### config.mk
export PLATFORM = sky130hd
export DESIGN_NAME = float32_to_recoded_float32_seq
export DESIGN_NICKNAME = d
export VERILOG_FILES = /design/src/rtl/float32_to_recoded_float32_seq.sv
export SDC_FILE = /design/constraint.sdc
export NUM_CORES = 1
export LEC_CHECK = 0
export ABC_AREA = 1
export CORE_MARGIN = 4
export CORE_UTILIZATION = 50
export DETAILED_ROUTE_END_ITERATION = 16
export GPL_ROUTABILITY_DRIVEN = 0
export GPL_TIMING_DRIVEN = 0
export PLACE_DENSITY = 0.85
export SLEW_MARGIN = 30
export SYNTH_ARGS = -nofsm -noshare
export SYNTH_HDL_FRONTEND = slang
export SYNTH_SLANG_ARGS = --single-unit
### constraint.sdc
create_clock -name clk -period 2.5 [get_ports clk]
set_input_delay 0.5 -clock clk [delete_from_list [all_inputs] [get_ports clk]]
set_output_delay 0.5 -clock clk [all_outputs]
set_load 0.005 [all_outputs]
### src/rtl/float32_to_recoded_float32_seq.sv
// Sequential IEEE single -> recoded single converter.
// Zero, normal, infinity and NaN operands convert in one step. Subnormal
// operands are normalised by a shift loop of one bit per cycle, decrementing
// the recoded exponent on every shift. The result register holds steady
// until the consumer takes it.
module float32_to_recoded_float32_seq #(
    parameter int EXP_BITS = 8,
    parameter int SIG_BITS = 23
) (
    input  logic                         clk,
    input  logic                         reset,
    input  logic                         in_valid,
    output logic                         in_ready,
    input  logic [EXP_BITS+SIG_BITS:0]   in_bits,
    output logic                         out_valid,
    input  logic                         out_ready,
    output logic [EXP_BITS+SIG_BITS+1:0] out_bits
);

    // Recoded exponent encodings (9 bits when EXP_BITS is 8).
    // Normal offset and subnormal start value, 0x081.
    localparam logic [EXP_BITS:0] REXP_BIAS = {2'b01, {(EXP_BITS-2){1'b0}}, 1'b1};
    // Infinity, 0x180.
    localparam logic [EXP_BITS:0] REXP_INF  = {2'b11, {(EXP_BITS-1){1'b0}}};
    // NaN, 0x1C0.
    localparam logic [EXP_BITS:0] REXP_NAN  = {3'b111, {(EXP_BITS-2){1'b0}}};
    localparam logic [EXP_BITS:0] REXP_ZERO = {(EXP_BITS+1){1'b0}};
    localparam logic [EXP_BITS:0] REXP_ONE  = {{EXP_BITS{1'b0}}, 1'b1};
    localparam logic [SIG_BITS-1:0] FRAC_ZERO = {SIG_BITS{1'b0}};

    typedef enum logic [1:0] {
        IDLE = 2'd0,
        NORM = 2'd1,
        DONE = 2'd2
    } state_t;

    state_t                        state_q, state_d;
    logic [SIG_BITS-1:0]           sh_q, sh_d;
    logic [EXP_BITS:0]             cnt_q, cnt_d;
    logic                          sign_q, sign_d;
    logic [EXP_BITS+SIG_BITS+1:0]  out_q, out_d;

    // Operand field decode.
    logic                in_sign;
    logic [EXP_BITS-1:0] in_exp;
    logic [SIG_BITS-1:0] in_frac;
    logic                exp_zero;
    logic                exp_ones;
    logic                frac_nz;

    assign in_sign  = in_bits[EXP_BITS+SIG_BITS];
    assign in_exp   = in_bits[EXP_BITS+SIG_BITS-1:SIG_BITS];
    assign in_frac  = in_bits[SIG_BITS-1:0];
    assign exp_zero = ~|in_exp;
    assign exp_ones = &in_exp;
    assign frac_nz  = |in_frac;

    // Recoded exponent of a normal operand: exponent plus 0x081.
    function automatic logic [EXP_BITS:0] normal_rexp(input logic [EXP_BITS-1:0] e);
        return {1'b0, e} + REXP_BIAS;
    endfunction

    // Next-state, shift loop and result selection.
    always_comb begin
        state_d = state_q;
        sh_d    = sh_q;
        cnt_d   = cnt_q;
        sign_d  = sign_q;
        out_d   = out_q;
        case (state_q)
            IDLE: begin
                if (in_valid) begin
                    sign_d = in_sign;
                    if (exp_zero) begin
                        if (frac_nz) begin
                            sh_d    = in_frac;
                            cnt_d   = REXP_BIAS;
                            state_d = NORM;
                        end else begin
                            out_d   = {in_sign, REXP_ZERO, FRAC_ZERO};
                            state_d = DONE;
                        end
                    end else if (exp_ones) begin
                        if (frac_nz) begin
                            out_d = {in_sign, REXP_NAN, in_frac};
                        end else begin
                            out_d = {in_sign, REXP_INF, FRAC_ZERO};
                        end
                        state_d = DONE;
                    end else begin
                        out_d   = {in_sign, normal_rexp(in_exp), in_frac};
                        state_d = DONE;
                    end
                end else begin
                    state_d = IDLE;
                end
            end
            NORM: begin
                if (sh_q[SIG_BITS-1]) begin
                    // Leading one becomes implicit; drop it and shift once more.
                    out_d   = {sign_q, cnt_q, sh_q[SIG_BITS-2:0], 1'b0};
                    state_d = DONE;
                end else begin
                    sh_d    = sh_q << 1;
                    cnt_d   = cnt_q - REXP_ONE;
                    state_d = NORM;
                end
            end
            DONE: begin
                if (out_ready) begin
                    state_d = IDLE;
                end else begin
                    state_d = DONE;
                end
            end
            default: begin
                state_d = IDLE;
            end
        endcase
    end

    // State and datapath registers with synchronous reset.
    always_ff @(posedge clk) begin
        if (reset) begin
            state_q <= IDLE;
            sh_q    <= FRAC_ZERO;
            cnt_q   <= REXP_ZERO;
            sign_q  <= 1'b0;
            out_q   <= {(EXP_BITS+SIG_BITS+2){1'b0}};
        end else begin
            state_q <= state_d;
            sh_q    <= sh_d;
            cnt_q   <= cnt_d;
            sign_q  <= sign_d;
            out_q   <= out_d;
        end
    end

    assign in_ready  = (state_q == IDLE);
    assign out_valid = (state_q == DONE);
    assign out_bits  = out_q;

endmodule

* Word-level counts from Yosys, hierarchy flattened *
Cells that the tools add are included.

cells by class
  mux-type cells = 23
  equal/unequal tests = 8
  $add $sub $neg = 2
  reductions and logical operators = 9

operators with widths
  operator                                                            number
  33-bit two-way mux                                                  4
  23-bit two-way mux                                                  4
  33-bit one-hot mux with 2 select lines                              1
  23-bit one-hot mux with 2 select lines                              1
  9-bit two-way mux                                                   4
  32-bit two-way mux                                                  1
  30-bit two-way mux                                                  1
  23-bit OR reduction                                                 1
  9-bit one-hot mux with 2 select lines                               1
  2-bit two-way mux                                                   5
  8-bit by 8-bit adder with 9-bit output, second input constant       1
  9-bit by 1-bit subtractor with 9-bit output, second input constant  1
  2-bit != test, second input constant                                4
  4-bit AND reduction                                                 2
  8-bit AND reduction                                                 1
  8-bit OR reduction                                                  1
  2-bit one-hot mux with 3 select lines                               1
  5-bit AND reduction                                                 1
  3-bit by 2-bit != test with 1-bit output, second input constant     1
  2-bit by 1-bit == test with 1-bit output, second input constant     1
  2-bit == test, second input constant                                1
  2-bit zero test                                                     1
  2-bit by 1-bit != test with 1-bit output, second input constant     1
  2-bit AND reduction                                                 1
  2-bit nonzero test                                                  1

storage, ports and cells
  input bits = 36
  register bits = 68
  word-level logic and storage cells = 48
  output and inout port bits = 35

* Longest topological paths before layout *
Gate-level depths: netlist (run 1).

  depth in word-level cells = 6
  gate-level depth with buffers = 11
  mapped depth without buffers = 11

* Worst setup path before layout (run 1) *
No wires, ideal clock.

  path kind = input -> register
  start point = input in_bits[23]
  end point = register sh_q[10]
  stages on the path = 10
  data required time = 2.388 ns
  library setup time = 0.112 ns
  buffers on the path = 1
  arrival time = 1.663 ns
  path slack = 0.725 ns
  cell sequence = inv_1 -> ha_1 -> nand2_1 -> nor3_4 -> nand3_2 -> nand2_2 -> inv_2 -> buf_2 -> nor2_1 -> nor2_1

on the way
  cells in the longest elaborated chain, start to end = 3

RTL lines
  element                               line  text
  start: declaration                    14    input logic [EXP_BITS+SIG_BITS:0] in_bits,
  8-bit OR reduction                    54    assign exp_zero = ~|in_exp;
  2-bit != test (no source line)        --
  5-bit AND reduction (no source line)  --
  end signal: assignment                126   sh_q <= FRAC_ZERO;
  end signal: assignment                132   sh_q <= sh_d;
  end: declaration                      38    logic [SIG_BITS-1:0] sh_q, sh_d;

No other way between the ends.
A chain may end at the register's enable or synchronous reset.

* Worst setup path after layout (run 1) *
  start point = input in_bits[2]
  end point = register sh_q[15]

on the way
  cells in the longest elaborated chain, start to end = 3

RTL lines
  element                                                    line  text
  23-bit OR reduction                                        56    assign frac_nz = |in_frac;
  2-bit by 1-bit != test with 1-bit output (no source line)  --
  5-bit AND reduction (no source line)                       --

No other way between the ends.

==> results of run 1 <==
[path summary, 6_finish.rpt]
path	endpoint	slack, ns	cells past startpoint
min	out_bits[22]	0.48	2
max reg2reg	out_bits[19]	0.64	9
min reg2reg	out_bits[22]	0.48	2
max	sh_q[15]	0.16	10
[sequential cells by signal, indices dropped and copies added, names as in the netlist]
register / count
sh_q: 23
out_bits: 33
cnt_q: 9
state_q: 2
sign_q: 1
[cell families (layout without fill, tap and decap cells)]
family          count (synthesis)  in the layout  synth area share
fa+ha+maj                       3              3           0.00959
compound gates                 67             67            0.0982
simple gates                  394            394             0.414
buf+inv                       113            199             0.116
flops                          68             68             0.348
xor+xnor                        6              6            0.0134
[per-layer routing]
layer | wire length, microns | GRT usage
met5 | 0 | 0
met4 | 298 | 0.0981
met3 | 1180 | 0.0550
met2 | 5360 | 0.401
met1 | 4940 | 0.335
[critical path: cells and delay by family]
family | cells | cell delay [ns]
AND/OR/NAND/NOR | 8 | 1.25
buffers and inverters | 2 | 0.84
[cells in the final DEF (no fill, tap or decap), drive strengths merged]
master,n
buf,23
a21oi,22
xnor2,1
clkinv,3
dfxtp,68
nand4,6
o21bai,1
o31ai,16
nor3,3
o211ai,1
bufinv,1
clkbuf,24
o22ai,3
ha,3
or2,2
nand3,66
clkinvlp,1
clkdlybuf4s50,70
inv,77
nor2,137
nand3b,2
nand2,178
xor2,5
o21ai,24
[layout make-up]
class                      instances  area, sq um
fill                             677         2530
timing repair buffer              70          701
multi-input combinational        470         2100
inverter                          77          289
buffer                            36          166
clock inverter                     5         52.6
sequential                        68         1360
clock buffer                      11          131
tap                               99          124
[power by group through the flow]
stage	combinational [mW]	sequential, mW	clock, mW
after CTS	0.439	1.16	0.897
after floorplan	0.206	1.19	0
after global placement	0.428	1.18	0
after global routing	0.491	1.17	0.941
after detailed placement	0.436	1.19	0
final	0.443	1.16	0.895
[through the flow]
stage	power, mW	utilization
finish	2.50	0.661
global route	2.60	0.661
CTS	2.50	0.661
detailed placement	1.62	0.636
global placement	1.61	0.636
floorplan	1.39	-
==> results.toml, run 1 <==
[status]
status = "finished clean"

[global_routing]
grt_pass1_vias = 4068
grt_pass1_wl_microns = 18500
grt_max_degree = 12
antenna_found_initial = 0
grt_util_all_layers = 0.253
grt.overflow.total = 0

[sta]
setup_viol_count_final = 0
fmax_ghz = 0.428
slew_violations = 0
maxSlewHeadroom = 0.635
tightest_slew_ns = 0.547
fin_tns_setup_ns = 0
hold_viol_final = 0
rsz0062_at_grt = "no"
clock_skew_ns = 0.00612
min_period_over_period = 0.935
layout_min_cycle_time_ns = 2.34
worst_hold_slack_ns = 0.485
setup_slack_ns = 0.164

[logic_synthesis]
yosys.area.top_type = "dfxtp_1"
synth_seq_cells = 68
synthTopCellsByArea = "dfxtp_1 (35%), nand2_1 (17%), nor2_1 (13%)"
synth_cells = 651
async_reset_ff_frac = 0
yosys.cell_count.top_type = "nand2_1"
synth.top_cell.area_share = 0.348
synthesis.nets = 690
ys_types = 27
ys.flop_type = "dfxtp_1"
synth_enable_flop_cells = 0
avgSynthCellArea_sq_um = 6.01
yosysWarnings = 0
synth_commonest_cells = "nand2_1 (175), nor2_1 (137), inv_1 (73), dfxtp_1 (68), nand3_1 (64)"
ys_seq_area_frac = 0.348
syn_area_sq_mm = 0.00391

[power_and_ir_drop]
p_sw_frac = 0.275
pwr-share-seq = 0.465
p_int_mw = 1.81
leakagePower_nw = 2.32
clock_power_share = 0.358
power_density_mw_per_mm2 = 508
p_sw_mw = 0.688
vdd_drop_max_v = 0.000368
power_frac_comb = 0.177

[flow_run]
timing.max_cap.violations = 0

[detailed_routing]
routedWlPerCell_microns = 14.1
antenna_left = 0
vias = 4470
drt_wl_total_microns = 11800
drc_errors = 0
drt_iter0_drc = 464
vias_per_cell = 5.35
drt_pre_antenna_iters = 7

[clock_network]
clock_latency_ns = 0.35
cts-root-buf = "clkbuf_8"
cts_sinks = 68
path_clk_slew_ns = 0.07
clock_path_buffers = 2
post-cts-setup-buffers = 0
hold_buffers = 0
cts_tree = "done"
post_cts_resized = 0
cts_made_buffers = 9
htreeDepth = 3

[floorplan]
core_area_sq_mm = 0.00745
initial_utilization = 0.525
rows = 31
chipWidth_microns = 96.5
die_area_sq_mm = 0.00930
ios = 71
fp.dieH_microns = 96.5

[critical_path]
cp_max_fo = 10
crit_arrival_ns = 2.59
cp_cell_sequence = "clkdlybuf4s50_1 > nor2_1 > nand3_1 > nor2_1 > nand3_1 > nand3_2 > clkbuf_1 > nand3_1 > nand2_1 > nor2_1"
critPathLaunchType = "primary input"
required_ns = 2.76
startpoint = "in_bits[2]"
critPathSlowestCell = "clkdlybuf4s50_1"
slowest_delay_ns = 0.46
end_kind = "flip-flop"
r2r-start = "state_q[0]"
worstSetupPathType = "in -> reg"

[min_path]
hold_start = "out_bits[22]"
hold_path_class = "reg -> reg"

[final_layout]
design_area_sq_mm = 0.00492
nets = 771
instances_no_fill = 836
drive_gt1_frac = 0.0529
n_antenna_cell = 0
syn_to_final_growth_pct = 25.8

[placement]
io_buffers = 70
dp.cells = 820
hpwl_microns = 8700
placed_area_sq_mm = 0.00474
place_ws_ns = -0.123
Note: power is estimated with default switching activity, not from simulation.
==> run 2: changes to the inputs <==
- SKIP_LAST_GASP: not set -> 1
==> results of run 2 <==
The final DEF is identical to that of run 1; final timing and power are the same.
==> run 3: changes to the inputs <==
- CAP_MARGIN: not set -> 20
- SLEW_MARGIN: 30 -> 20
==> results of run 3 <==
The final DEF is identical to that of run 1; final timing and power are the same.
